### src/rtl/alu_sequencer_pkg.sv
// rtl/alu_sequencer_pkg.sv - shared ALU opcode and divide-step constants
package alu_sequencer_pkg;

    localparam logic [2:0] OP_ADD  = 3'd0;
    localparam logic [2:0] OP_SUB  = 3'd1;
    localparam logic [2:0] OP_AND  = 3'd2;
    localparam logic [2:0] OP_OR   = 3'd3;
    localparam logic [2:0] OP_LOAD = 3'd4;
    localparam logic [2:0] OP_DIV  = 3'd5;
    localparam logic [2:0] OP_XOR  = 3'd6;
    localparam logic [2:0] OP_NOT  = 3'd7;

    // OR with a zero operand leaves the accumulator untouched
    localparam logic [2:0] NOP_OP_DEFAULT = OP_OR;

    localparam logic [3:0] DIV_STATE_FIRST = 4'd1;
    localparam logic [3:0] DIV_STATE_LAST  = 4'd8;

endpackage

### src/rtl/alu_sequencer_ir.sv
// rtl/alu_sequencer_ir.sv - instruction register: register8 operand plus opcode flop
module alu_sequencer_ir (
    input  logic        clk,
    input  logic        reset,
    input  logic        load,
    input  logic [10:0] d,
    output logic [10:0] q
);

    logic [2:0] op_q;

    register8 u_operand (
        .clk   (clk),
        .reset (reset),
        .en    (load),
        .d     (d[7:0]),
        .q     (q[7:0])
    );

    always_ff @(posedge clk or posedge reset) begin
        if (reset) begin
            op_q <= 3'd0;
        end else if (load) begin
            op_q <= d[10:8];
        end
    end

    assign q[10:8] = op_q;

endmodule

### src/rtl/register8.sv
// rtl/register8.sv - 8-bit load-enabled register with async active-high reset
module register8 (
    input  logic       clk,
    input  logic       reset,
    input  logic       en,
    input  logic [7:0] d,
    output logic [7:0] q
);

    always_ff @(posedge clk or posedge reset) begin
        if (reset) begin
            q <= 8'd0;
        end else if (en) begin
            q <= d;
        end
    end

endmodule

### src/rtl/alu_sequencer.sv
// rtl/alu_sequencer.sv - fetches instructions from program memory and issues them to the ALU in lockstep
module alu_sequencer
    import alu_sequencer_pkg::*;
#(
    parameter int         AW     = 8,
    parameter logic [2:0] NOP_OP = NOP_OP_DEFAULT
) (
    input  logic          clk,
    input  logic          reset,
    input  logic          start,
    input  logic [AW-1:0] len,
    output logic [AW-1:0] pm_addr,
    output logic          pm_re,
    input  logic [10:0]   pm_data,
    output logic [2:0]    opcode,
    output logic [7:0]    in,
    input  logic [3:0]    alu_state,
    input  logic          alu_error,
    output logic          busy,
    output logic          done,
    output logic          seq_err,
    output logic [AW-1:0] pc
);

    typedef enum logic [2:0] {
        S_IDLE,
        S_FETCH,
        S_CAPTURE,
        S_EXEC,
        S_DIVHOLD,
        S_DONE
    } seq_state_t;

    seq_state_t    state;
    logic [AW-1:0] len_r;
    logic [3:0]    hold_cnt;
    logic          exec_phase;
    logic [10:0]   ir;
    logic          last_instr;
    logic          lockstep_fault;

    alu_sequencer_ir u_ir (
        .clk   (clk),
        .reset (reset),
        .load  (state == S_CAPTURE),
        .d     (pm_data),
        .q     (ir)
    );

    // The ALU must report single-cycle in EXEC and the matching divide step in DIVHOLD
    always_comb begin
        lockstep_fault = 1'b0;
        if (state == S_EXEC) begin
            lockstep_fault = alu_error || (alu_state != 4'd0);
        end else if (state == S_DIVHOLD) begin
            lockstep_fault = alu_error || (alu_state != hold_cnt);
        end
    end

    assign last_instr = (pc == len_r - AW'(1));
    assign pm_addr    = pc;
    assign opcode     = exec_phase ? ir[10:8] : NOP_OP;
    assign in         = exec_phase ? ir[7:0]  : 8'd0;

    always_ff @(posedge clk or posedge reset) begin
        if (reset) begin
            state      <= S_IDLE;
            pc         <= '0;
            len_r      <= '0;
            hold_cnt   <= 4'd0;
            exec_phase <= 1'b0;
            seq_err    <= 1'b0;
            done       <= 1'b0;
            busy       <= 1'b0;
            pm_re      <= 1'b0;
        end else begin
            done  <= 1'b0;
            pm_re <= 1'b0;
            case (state)
                S_IDLE: begin
                    if (start) begin
                        pc      <= '0;
                        seq_err <= 1'b0;
                        len_r   <= len;
                        busy    <= 1'b1;
                        if (len == '0) begin
                            state <= S_DONE;
                            done  <= 1'b1;
                        end else begin
                            state <= S_FETCH;
                            pm_re <= 1'b1;
                        end
                    end
                end
                S_FETCH: begin
                    state <= S_CAPTURE;
                end
                S_CAPTURE: begin
                    state      <= S_EXEC;
                    exec_phase <= 1'b1;
                end
                S_EXEC, S_DIVHOLD: begin
                    if (lockstep_fault) begin
                        seq_err    <= 1'b1;
                        exec_phase <= 1'b0;
                        hold_cnt   <= 4'd0;
                        state      <= S_DONE;
                        done       <= 1'b1;
                    end else if (state == S_EXEC && ir[10:8] == OP_DIV) begin
                        state    <= S_DIVHOLD;
                        hold_cnt <= DIV_STATE_FIRST;
                    end else if (state == S_DIVHOLD && hold_cnt != DIV_STATE_LAST) begin
                        hold_cnt <= hold_cnt + 4'd1;
                    end else begin
                        // retire the current instruction
                        exec_phase <= 1'b0;
                        hold_cnt   <= 4'd0;
                        if (last_instr) begin
                            state <= S_DONE;
                            done  <= 1'b1;
                        end else begin
                            pc    <= pc + AW'(1);
                            state <= S_FETCH;
                            pm_re <= 1'b1;
                        end
                    end
                end
                S_DONE: begin
                    state <= S_IDLE;
                    busy  <= 1'b0;
                end
                default: begin
                    state      <= S_IDLE;
                    busy       <= 1'b0;
                    exec_phase <= 1'b0;
                end
            endcase
        end
    end

endmodule

### config.mk
export PLATFORM = sky130hd
export DESIGN_NAME = alu_sequencer
export DESIGN_NICKNAME = d
export VERILOG_FILES = /design/src/rtl/alu_sequencer_pkg.sv /design/src/rtl/alu_sequencer_ir.sv /design/src/rtl/register8.sv /design/src/rtl/alu_sequencer.sv
export SDC_FILE = /design/constraint.sdc
export NUM_CORES = 1
export LEC_CHECK = 0
export ABC_AREA = 1
export CORE_MARGIN = 2
export CORE_UTILIZATION = 54
export CTS_CLUSTER_DIAMETER = 60
export DETAILED_ROUTE_END_ITERATION = 10
export PLACE_DENSITY = 0.86
export SLEW_MARGIN = 20
export SYNTH_ARGS = -nofsm -noshare
export SYNTH_HDL_FRONTEND = slang
export SYNTH_SLANG_ARGS = --single-unit
### constraint.sdc
create_clock -name clk -period 3.5 [get_ports clk]
set_clock_uncertainty 0.05 [all_clocks]
set_input_delay 0.7 -clock clk [delete_from_list [all_inputs] [get_ports clk]]
set_output_delay 0.7 -clock clk [all_outputs]
set_load 0.05 [all_outputs]
# Word level (Yosys, flattened, before mapping)

Index checks and enable logic that the tools add are counted.

Eq/ne operators: 18
Bitwise operators: 2
Mux-type cells: 43
Add/sub/neg operators: 3
Reduce and logical (&&, ||, !) cells: 17

Operator list:

| kind                | number |
|---|---|
| $mux 8              | 6 |
| $mux 3              | 7 |
| $mux 1              | 20 |
| $pmux 8 s2          | 1 |
| $mux 4              | 3 |
| $ne 2x2->1 const B  | 6 |
| $pmux 3 s4          | 1 |
| $eq 3x3->1 const B  | 3 |
| $add 8x1->8 const B | 1 |
| $eq 8x8->1          | 1 |
| $logic_not 8->1     | 1 |
| $ne 4x4->1 const B  | 2 |
| $pmux 1 s2          | 4 |
| $sub 8x1->8 const B | 1 |
| $eq 3x2->1 const B  | 2 |
| $ne 3x3->1 const B  | 2 |
| $reduce_and 2->1    | 3 |
| $reduce_and 3->1    | 2 |
| $reduce_and 6->1    | 1 |
| $add 4x1->4 const B | 1 |
| $ne 4x4->1          | 1 |
| $reduce_bool 4->1   | 1 |
| $reduce_or 4->1     | 1 |
| $eq 3x1->1 const B  | 1 |
| other kinds (8)     | 11 |

Word-level logic and storage cells: 94
Input bits: 27
Bits in registers: 39

# Longest topological paths before layout

Depth in word-level cells: 7
Gate-level depth with buffers: 14
Gate-level depth less buffers: 14

# By module

From an unflattened synthesis, not the netlist that was laid out.

Cell total of the unflattened synthesis: 343
Area total of the unflattened synthesis: 2,433.6 um2

Modules (own cells, without submodules):

| module           | cells each | times used | area each (um2) | seq. area each (um2) |
|---|---|---|---|---|
| alu_sequencer    | 294        | 1          | 2,008.2         | 700.7 |
| register8        | 35         | 1          | 309.0           | 200.2 |
| alu_sequencer_ir | 14         | 1          | 116.4           | 75.1 |

# Worst setup path after synthesis

No wires, ideal clock.

Path kind: register -> register
Start point: register pc[2]
End point: register pc[0]
Cell stages (with the launch flop): 12
Arrival: 1.701 ns
Slack: 1.682 ns
Path through: dfrtp_1 > clkbuf_1 > inv_1 > nand2_1 > nand2_1 > nor2_1 > nand2_1 > nor2_2 > nand3_4 > nand3_2 > nand2_1 > nand2_1

Cells in the longest elaborated chain, start to end: 3

Ends and longest elaborated chain:

| item                       | RTL line             | RTL |
|---|---|---|
| from (decl)                | alu_sequencer.sv:22  | `output logic [AW-1:0] pc` |
| from (signal assigned)     | alu_sequencer.sv:122 | `pc <= pc + AW'(1);` |
| $eq 8x8->1                 | alu_sequencer.sv:60  | `assign last_instr = (pc == len_r - AW'(1));` |
| $ne 2x2->1 (no line)       | --                   |  |
| $reduce_and 6->1 (no line) | --                   |  |

No other way between the ends.
A chain may end at the register's enable or synchronous reset.

# Worst setup path in the final report

Start point: register exec_phase
End point: output in[3]

Cells in the longest elaborated chain, start to end: 1

Ends and longest elaborated chain:

| item                   | RTL line             | RTL |
|---|---|---|
| from (decl)            | alu_sequencer.sv:37  | `logic exec_phase;` |
| from (signal assigned) | alu_sequencer.sv:71  | `exec_phase <= 1'b0;` |
| from (signal assigned) | alu_sequencer.sv:100 | `exec_phase <= 1'b1;` |
| from (signal assigned) | alu_sequencer.sv:105 | `exec_phase <= 1'b0;` |
| $mux 8                 | alu_sequencer.sv:63  | `assign in = exec_phase ? ir[7:0] : 8'd0;` |
| to (decl)              | alu_sequencer.sv:16  | `output logic [7:0] in,` |

No other way between the ends.

==> summary.txt <==
Clock network
  – Reg clk slew, reported paths: 0.08 ns
  – CTS buffer count: 5
  – Setup Fix Bufs, Post-CTS: 0
  – CTS Hold Bufs: 0
  – H-tree levels: 2
  – Sink Count: 39
  – Clk Latency, worst-skew pair: 0.29 ns
  – CTS tree: yes
  – Post_cts resized: 0
  – Max Root-Sink Buffers: 2
  – Root Buffer: clkbuf_8

Critical path
  – Crit-path max FO: 12
  – Worst EP required: 2.75 ns
  – Critical path startpoint category: register
  – Setup CP Type: reg2out
  – Arrival @ worst endpoint: 1.87 ns
  – Critical path capture point type: output port

Min path
  – Min-Delay Path Class: reg2reg

Global routing
  – Initial antenna violation count: 0
  – GRT Total Usage: 21.7%
  – Largest net degree at the start of global routing: 21
  – Global-route wire length before repair: 8.81 mm
  – Global route overflow: 0
  – Vias in the first global route: 2020

Drt
  – Wirelength per Cell: 12.4 microns
  – DR iter-0 viols: 129
  – Residual DRC: 0
  – Drt first pass iters: 5
  – Via count: 2151
  – ANT nets after route: 0
  – Vias/cell: 5.16
  – WL final: 5.16 mm

Pwr
  – Sw power: 1.22 mW
  – Flop pwr share: 30.7%
  – PD cells: 832 nW/um^2
  – Total power: 2.56 mW
  – Comb power frac: 54.5%
  – Clock power frac: 14.8%
  – Internal power: 1.33 mW
  – Peak supply drop: 0.000608 V
  – Switching share of power: 47.9%
  – Cell leakage power: 1.52 nW

Floorplanning
  – Die span in y: 70.9 microns
  – Cell Rows: 24
  – Core area: 4320 sq um
  – Initial core utilization: 55.8%
  – Die area: 5020 sq um
  – IO Pins: 58
  – Die width: 70.9 microns

Synth
  – Post-Syn Area per Cell: 7.69 sq um
  – Syn Inst Count: 314
  – Synth cell types: 32
  – Syn_nets: 345
  – Netlist Area Pre-Place: 2410 sq um
  – Sequential share of the synthesized area: 40.4%
  – Yosys warns: 0
  – FF+latch count, synth: 39

Timing
  – Final setup TNS: 0 ns
  – Worst hold-check slack: 0.460 ns
  – Pins Over Slew Limit: 0
  – Final setup viols: 0
  – Peak Freq: 382 MHz
  – RSZ-0062 raised after global routing: no
  – Fin crit share: 74.7%
  – Fin crit period: 2.62 ns
  – Final WS setup: 0.885 ns
  – Max_slew headroom: 53.0%
  – Worst slew pin tran: 0.704 ns
  – Final hold viol count: 0

Layout
  – # diodes: 0
  – Layout cells sized above 1: 11.2%
  – NumNets Final: 395
  – Synthesis-to-layout area growth: 27.4%
  – Number of fill cells: 349
  – Post-Layout Inst Area: 3080 sq um
  – Sequential cell area: 976 sq um
  – Multi-input logic area: 1160 sq um

Place
  – Gpl congestion: 0.914
  – DP Area: 2960 sq um
  – Post-DP HPWL: 3.89 mm
  – Post-Place Worst Slack: 0.778 ns
  – Port bufs: 57

Run
  – Maxcap violations: 0

Status
  – Outcome: finished, final reports clean
==> Yosys cell counts <==
master	count	area share [%]
nand2_1	89	14
dfrtp_1	39	40
inv_1	39	6.1
nor2_1	22	3.4
nand3_1	18	3.7
nand4_1	13	3.4
o21ai_0	10	2.1
xor2_1	10	3.6
inv_2	9	1.4
mux2_2	9	4.2
buf_4	8	2.5
a21oi_1	7	1.5
ha_1	4	2.1
nand2_2	4	1.0
nor2_2	4	1.0
o21ai_1	4	0.83
xnor2_1	4	1.5
clkbuf_1	3	0.47
nor3_1	3	0.62
buf_2	2	0.41
nand3_2	2	0.83
a21boi_0	1	0.31
a31o_1	1	0.36
a31oi_4	1	0.88
and2_1	1	0.26
buf_6	1	0.47
clkbuf_2	1	0.21
clkinv_1	1	0.16
nand3_4	1	0.73
nor3_4	1	0.67
o22ai_1	1	0.26
o31ai_4	1	0.88
==> power groups by stage <==
| stage | Combinational (mW) | Clock (mW) | Sequential (mW) |
|---|---|---|---|
| after floorplan | 1.01 | 0 | 0.833 |
| after global placement | 1.35 | 0 | 0.787 |
| after detailed placement | 1.39 | 0 | 0.794 |
| after CTS | 1.40 | 0.385 | 0.785 |
| after global routing | 1.53 | 0.407 | 0.810 |
| final | 1.39 | 0.379 | 0.785 |
==> layer usage <==
layer / track usage, % / wire length (microns) / vias up
met5: 0 / 0 / -
met4: 6.08 / 64 / 0
met3: 4.13 / 259 / 8
met2: 37.6 / 2560 / 71
met1: 28.0 / 2270 / 991
li1: - / - / 1081
==> cell usage in the layout (no fill, tap or decap), drive strengths merged, types with 4 or more instances in the layout <==
cell type	instances
nand3	21
ha	4
o21ai	14
clkdlybuf4s50	57
nor3	4
xor2	10
mux2	9
inv	49
nand4	13
nand2	93
xnor2	4
clkbuf	5
dfrtp	39
a21oi	7
nor2	26
==> final timing paths <==
path | start | to | slack, ns | depth (start not counted)
max | exec_phase$_DFFE_PP0P_ | in[3] | 0.88 | 3
min | busy$_DFFE_PP0P_ | busy$_DFFE_PP0P_ | 0.46 | 2
max reg2reg | hold_cnt[0]$_DFFE_PP0N_ | pc[3]$_DFFE_PP0P_ | 1.49 | 7
min reg2reg | busy$_DFFE_PP0P_ | busy$_DFFE_PP0P_ | 0.46 | 2
max in group asynchronous | reset | pc[4]$_DFFE_PP0P_ | 1.90 | 3
min in group asynchronous | reset | u_ir.u_operand.q[5]$_DFFE_PP0P_ | 0.77 | 2
==> flip-flops by register name, indices dropped and copies added, names as in the netlist <==
| name | count |
|---|---|
| u_ir.op_q | 3 |
| len_r | 8 |
| exec_phase | 1 |
| hold_cnt | 4 |
| done | 1 |
| pm_re | 1 |
| busy | 1 |
| state | 3 |
| pc | 8 |
| seq_err | 1 |
| u_ir.u_operand.q | 8 |
==> through the flow <==
step / instances / utilization [%]
3_5_place_dp: 409 / 68.5
3_3_place_gp: 409 / 68.5
4_1_cts: 417 / 71.1
6_report: 417 / 71.1
2_1_floorplan: 314 / -
5_1_grt: 417 / 71.1
==> kinds of logic (layout without fill, tap and decap cells) <==
group,Yosys count,after routing,share of synthesized area (%)
fa+ha+maj,4,4,2.07
compound gates,26,26,7.05
simple gates,158,158,29.5
xor+xnor,14,14,5.08
mux,9,9,4.20
flops,39,39,40.4
buf+inv,64,115,11.7
==> critical path, stage by stage (launching register included) <==
cell             delay [ns]
dfrtp_1                0.59
nand2_1                0.12
inv_1                  0.08
clkdlybuf4s50_1        0.79
==> final cells by class <==
class | count | share of cell area, %
multi-input combinational | 211 | 37.6
clock inverter | 3 | 1.51
tap | 52 | 2.12
timing repair buffer | 58 | 18.8
sequential | 39 | 31.7
clock buffer | 5 | 2.24
inverter | 49 | 5.98
(Power assumes the default switching activity.)
